$ cat src/rtl/l1a_lct_match_gen.sv
// l1a_lct_match_gen: per-channel LCT history ring with a queued L1A window-OR matcher.
module l1a_lct_match_gen #(
  parameter int NCHAN   = 7,
  parameter int DEPTHW  = 7,
  parameter int QDEPTHW = 2,
  parameter int TMR     = 0
) (
  input  logic               CLK,
  input  logic               RST,
  input  logic               L1A,
  input  logic [NCHAN-1:0]   LCT,
  input  logic [NCHAN-1:0]   CHAN_EN,
  input  logic [DEPTHW-1:0]  L1LATNCY,
  input  logic [3:0]         WINDOW,
  output logic [NCHAN-1:0]   L1A_MATCH,
  output logic               MATCH_VLD,
  output logic               NOMATCH,
  output logic               OVFL,
  output logic [7:0]         DROP_CNT,
  output logic [QDEPTHW:0]   PEND
);
  localparam int DEPTH  = 2**DEPTHW;
  localparam int QDEPTH = 2**QDEPTHW;
  typedef enum logic [1:0] {IDLE, SCAN, FLUSH, DONE} state_t;
  state_t state_q, state_d;
  logic [DEPTHW-1:0] wp_q, wp_d, rp_q, rp_d, start, age;
  logic [DEPTHW:0] fill_q, fill_d;
  logic [NCHAN-1:0] mem_q [DEPTH];
  logic [NCHAN-1:0] rd_q, rd_d, acc_q, acc_d, match_q, match_d;
  logic [3:0] n_q, n_d, w_in;
  logic vld_q, vld_d, nom_q, nom_d, ovfl_q, ovfl_d;
  logic [7:0] drop_q, drop_d;
  logic [QDEPTHW:0] cnt_q, cnt_d;
  logic [QDEPTHW-1:0] qwr_q, qwr_d, qrd_q, qrd_d;
  logic [DEPTHW-1:0] qs_q [QDEPTH];
  logic [3:0] qw_q [QDEPTH];
  logic full, pop, push, drop, hit;
  if (TMR != 0) begin : g_tmr
  end
  always_comb begin
    w_in   = (WINDOW == 4'd0) ? 4'd1 : WINDOW;
    start  = wp_q - L1LATNCY - DEPTHW'(w_in - 4'd1);
    full   = cnt_q[QDEPTHW];
    pop    = (state_q == IDLE) && (cnt_q != '0);
    push   = L1A && (!full || pop);
    drop   = L1A && full && !pop;
    // entries older than the fill count were written before the last reset
    age    = wp_q - rp_q;
    hit    = (age == '0) ? fill_q[DEPTHW] : ({1'b0, age} <= fill_q);
    wp_d   = wp_q + 1'b1;
    fill_d = fill_q + (DEPTHW+1)'(!fill_q[DEPTHW]);
    qwr_d  = qwr_q + QDEPTHW'(push);
    qrd_d  = qrd_q + QDEPTHW'(pop);
    cnt_d  = cnt_q + (QDEPTHW+1)'(push) - (QDEPTHW+1)'(pop);
    ovfl_d = ovfl_q | drop;
    drop_d = drop_q + 8'(drop && drop_q != 8'hFF);
    rd_d   = (state_q == SCAN && hit) ? mem_q[rp_q] : '0;
    state_d = state_q;
    rp_d    = rp_q;
    n_d     = n_q;
    acc_d   = acc_q | rd_q;
    match_d = match_q;
    vld_d   = 1'b0;
    nom_d   = 1'b0;
    unique case (state_q)
      IDLE: if (pop) begin
        state_d = SCAN;
        rp_d    = qs_q[qrd_q];
        n_d     = qw_q[qrd_q];
        acc_d   = '0;
      end
      SCAN: begin
        rp_d    = rp_q + 1'b1;
        n_d     = n_q - 4'd1;
        state_d = (n_q == 4'd1) ? FLUSH : SCAN;
      end
      FLUSH: begin
        state_d = DONE;
        match_d = acc_q | rd_q;
        vld_d   = 1'b1;
        nom_d   = (acc_q | rd_q) == '0;
      end
      DONE: state_d = IDLE;
    endcase
  end
  always_ff @(posedge CLK) begin
    if (RST) begin
      state_q <= IDLE;
      wp_q    <= '0;
      rp_q    <= '0;
      fill_q  <= '0;
      rd_q    <= '0;
      acc_q   <= '0;
      match_q <= '0;
      n_q     <= '0;
      vld_q   <= 1'b0;
      nom_q   <= 1'b0;
      ovfl_q  <= 1'b0;
      drop_q  <= '0;
      cnt_q   <= '0;
      qwr_q   <= '0;
      qrd_q   <= '0;
    end else begin
      state_q <= state_d;
      wp_q    <= wp_d;
      rp_q    <= rp_d;
      fill_q  <= fill_d;
      rd_q    <= rd_d;
      acc_q   <= acc_d;
      match_q <= match_d;
      n_q     <= n_d;
      vld_q   <= vld_d;
      nom_q   <= nom_d;
      ovfl_q  <= ovfl_d;
      drop_q  <= drop_d;
      cnt_q   <= cnt_d;
      qwr_q   <= qwr_d;
      qrd_q   <= qrd_d;
    end
  end
  always_ff @(posedge CLK) begin
    mem_q[wp_q] <= LCT & CHAN_EN;
    if (push) begin
      qs_q[qwr_q] <= start;
      qw_q[qwr_q] <= w_in;
    end
  end
  assign L1A_MATCH = match_q;
  assign MATCH_VLD = vld_q;
  assign NOMATCH   = nom_q;
  assign OVFL      = ovfl_q;
  assign DROP_CNT  = drop_q;
  assign PEND      = cnt_q;
endmodule
$ cat config.mk
export PLATFORM = sky130hd
export DESIGN_NAME = l1a_lct_match_gen
export DESIGN_NICKNAME = d
export VERILOG_FILES = /design/src/rtl/l1a_lct_match_gen.sv
export SDC_FILE = /design/constraint.sdc
export NUM_CORES = 1
export LEC_CHECK = 0
export CAP_MARGIN = 20
export CORE_MARGIN = 3
export CORE_UTILIZATION = 50
export DETAILED_ROUTE_END_ITERATION = 10
export PLACE_DENSITY = 0.66
export SYNTH_ARGS = -nofsm -noshare
export SYNTH_HDL_FRONTEND = slang
export SYNTH_SLANG_ARGS = --single-unit
$ cat constraint.sdc
create_clock -name CLK -period 4.4 [get_ports CLK]
set_clock_uncertainty 0.1 [all_clocks]
set_input_delay 0.88 -clock CLK [delete_from_list [all_inputs] [get_ports CLK]]
set_output_delay 0.88 -clock CLK [all_outputs]
set_load 0.01 [all_outputs]
==> results by group <==
Clocking
  – Worst-Skew Late Latency: 0.65 ns
  – Inserted Clock Buffers: 98
  – H-tree Lvls: 3
  – Sink Count: 1007
  – Hold_buf cts: 0
  – Root Buffer: clkbuf_16
  – Worst-path clk slew: 0.06 ns
  – Post-CTS Resized: 0
  – CTS tree: built
  – Setup Buffers After CTS: 0
  – CTS max path bufs: 3

Detailed routing
  – Drt total wl: 94900 um
  – DRC Markers: 0
  – DR vias: 20974
  – DR WL/cell: 27.8 um
  – DR pass1 iterations: 7
  – Antenna-violating nets left: 0
  – Vias per std cell: 6.13
  – Drt initial violations: 2182

Worst setup path
  – WS Path Type: reg2reg
  – R2r setup slk: 0.63 ns
  – Worst EP required: 4.88 ns
  – Arrival time worst endpoint: 4.25 ns
  – Crit path max fanout: 9
  – Startpoint Class: flip-flop
  – Worst r2r src: wp_q[0]
  – Reg2Reg Capture Point: rd_q[5]
  – Critical Path Sink Type: flip-flop
  – Worst reg2reg path depth: 11

Floorplan
  – Ports: 49
  – Placement Rows: 103
  – Core ar.: 79300 um2
  – Die span in y: 289 um
  – Initial core utilization: 50.7%
  – Die footprint: 83800 um2
  – Chip width: 289 um

Synthesis
  – Cell count after synthesis: 2176
  – Flops & latches, synth: 1007
  – Distinct cells, synth: 66
  – Post-synth EDFFs: 940
  – Predominant post-synthesis flop cell: edfxtp_1
  – Syn_nets: 2246
  – Avg Inst Size Synth: 18.5 um2
  – Sequential share of the synthesized area: 73.6%
  – Ys Warns: 0
  – Asr flop ratio synth: 0%
  – Synthesized area: 40200 um2

Flow run
  – Max-Cap Viols: 0

Pwr
  – Clock Power Share: 32.1%
  – PD cells: 570 nW/um2
  – Total power: 25800 uW
  – Max IR drop VDD: 0.000358 V
  – Sequential power share: 42.2%
  – Comb pwr share: 25.7%
  – Net Switching: 7560 uW
  – Switching part of the total: 29.3%
  – P_int: 18200 uW
  – Pleak: 0.0145 uW

Global route
  – GR Util All Layers: 23.1%
  – Vias in the first global route: 21079
  – Congestion Overflow GR: 0
  – Largest net degree at the start of global routing: 129
  – Initial antenna violation count: 0
  – First-pass GRT wire length: 141000 um

Hold path
  – Worst min-delay path category: reg2reg
  – HP Start: OVFL
  – Hold depth: 2
  – WHS Endpoint: OVFL

Placed design
  – DP HPWL: 57800 um
  – Gpl congestion: 0.827
  – Port buffer count: 48

Final layout
  – Area delta synth->final: 12.5%
  – Antenna fix cells: 0
  – Most common cell after layout, fill and taps aside: edfxtp_1
  – Layout cells sized above 1: 19.7%
  – Final Net Count: 2360
  – Commonest non-fill, non-tap cells in the layout: edfxtp_1 (940), mux4_2 (211), nor2_1 (203), nand2_1 (106), clkbuf_16 (101)

STA
  – Setup TNS: 0 ns
  – Max_slew headroom: 23.9%
  – Pins Over Slew Limit: 0
  – Minimum clock period: 3.77 ns
  – Part of the cycle the worst path needs: 85.6%
  – Worst Tran Pin Value: 1.14 ns
  – Fin. Hold Viols: 0
  – Final setup viols: 0
  – Max Clk Rate: 265 MHz
  – Hold slack: 0.364 ns
  – RSZ-0062 raised after global routing: no

Run status
  – Status: finished clean
==> power by group through the flow <==
stage	combinational, uW	clock [uW]	sequential, uW
finish	6620	8270	10900
global route	7050	8760	10900
CTS	6630	8370	10900
detailed placement	6600	0	11100
global placement	6520	0	11100
floorplan	4600	0	11000
==> cell usage after synthesis, types with 5 or more instances <==
library cell	count	area share, %
nand2_1	108	1.0
and2_1	18	0.28
buf_6	9	0.25
o21ai_0	19	0.24
nor2b_1	29	0.45
clkbuf_1	43	0.40
mux2i_1	54	1.3
o221ai_1	7	0.15
o311a_1	5	0.12
buf_4	19	0.36
a32oi_1	6	0.13
mux2_2	11	0.31
ha_1	34	1.1
inv_1	42	0.39
xnor2_1	18	0.39
a21oi_1	27	0.34
fa_1	8	0.40
o211a_1	5	0.12
nor2_1	203	1.9
buf_1	5	0.047
nand2b_1	5	0.078
o22ai_1	17	0.26
o211ai_1	13	0.24
mux4_2	211	12
edfxtp_1	940	70
buf_2	30	0.37
nand3_1	49	0.61
dfxtp_1	67	3.3
a221oi_1	8	0.17
o21a_1	5	0.093
a2111oi_0	8	0.17
a211oi_1	15	0.28
nor3b_1	5	0.093
a22oi_1	32	0.60
xor2_1	13	0.28
nor3_1	20	0.25
a31oi_1	5	0.078
and3_1	8	0.12
==> worst max-delay path by stage <==
stage,start,to,slack [ns],depth (start not counted)
3_3_place_gp,WINDOW[1],qs_q[2][6],0.11,14
6_report,wp_q[0],rd_q[5],0.63,11
3_5_place_dp,WINDOW[3],qs_q[3][6],0.10,14
5_1_grt,wp_q[0],rd_q[5],0.31,11
4_1_cts,wp_q[0],rd_q[5],0.67,11
2_1_floorplan,WINDOW[1],qs_q[0][6],0.67,13
==> worst max-delay path, stage by stage (launching register included) <==
cell,delay [ns]
dfxtp_1,0.57
inv_1,0.20
ha_1,0.27
fa_1,0.42
nor2b_1,0.16
o21ai_0,0.10
a21oi_1,0.22
ha_1,0.30
a2111oi_0,0.42
a211o_1,0.19
o311a_1,0.46
o311a_1,0.28
==> area by class of cell <==
class / instances / area [um2]
multi-input cells: 1016 / 9850
clock buffers: 124 / 2670
clock inverters: 57 / 494
fillers: 5914 / 34000
repair buffers: 122 / 1130
well taps: 1050 / 1310
flip-flops and latches: 1007 / 29600
inverters: 45 / 169
==> sequential cells by signal (all words and copies together), names as in the netlist, named ones only <==
signal / cells
mem_q: 896
qs_q: 28
qw_q: 16
DROP_CNT: 8
fill_q: 8
L1A_MATCH: 7
acc_q: 7
rd_q: 7
rp_q: 7
wp_q: 7
n_q: 4
PEND: 3
qrd_q: 2
qwr_q: 2
MATCH_VLD: 1
NOMATCH: 1
OVFL: 1
state_q: 1
==> logic make-up after synthesis <==
logic type,after synthesis,share of synthesized area (%)
buffers and inverters,153,1.95
AND/OR/NAND/NOR,465,5.14
XOR/XNOR,32,0.732
multiplexers,276,13.5
adder cells (fa/ha/maj),42,1.46
AO/OA/AOI/OAI,201,3.63
flip-flops,1007,73.6
==> metrics by stage <==
stage / utilization [%] / instance area, um2 / std cells / setup WS (ns)
2_1_floorplan: - / 40200 / 2176 / 0.673
3_3_place_gp: 53.0 / 42000 / 3239 / 0.110
3_5_place_dp: 53.0 / 42000 / 3239 / 0.104
4_1_cts: 57.0 / 45200 / 3420 / 0.665
5_1_grt: 57.0 / 45200 / 3421 / 0.309
6_report: 57.0 / 45200 / 3421 / 0.632
==> routing by layer <==
metal	up-vias	wire length (um)	GRT usage, %
li1	8947	-	-
met1	10928	38600	32.7
met2	933	45600	36.6
met3	166	8040	4.83
met4	0	2700	6.85
met5	-	0	0
Power figures use the tool's default switching activity.
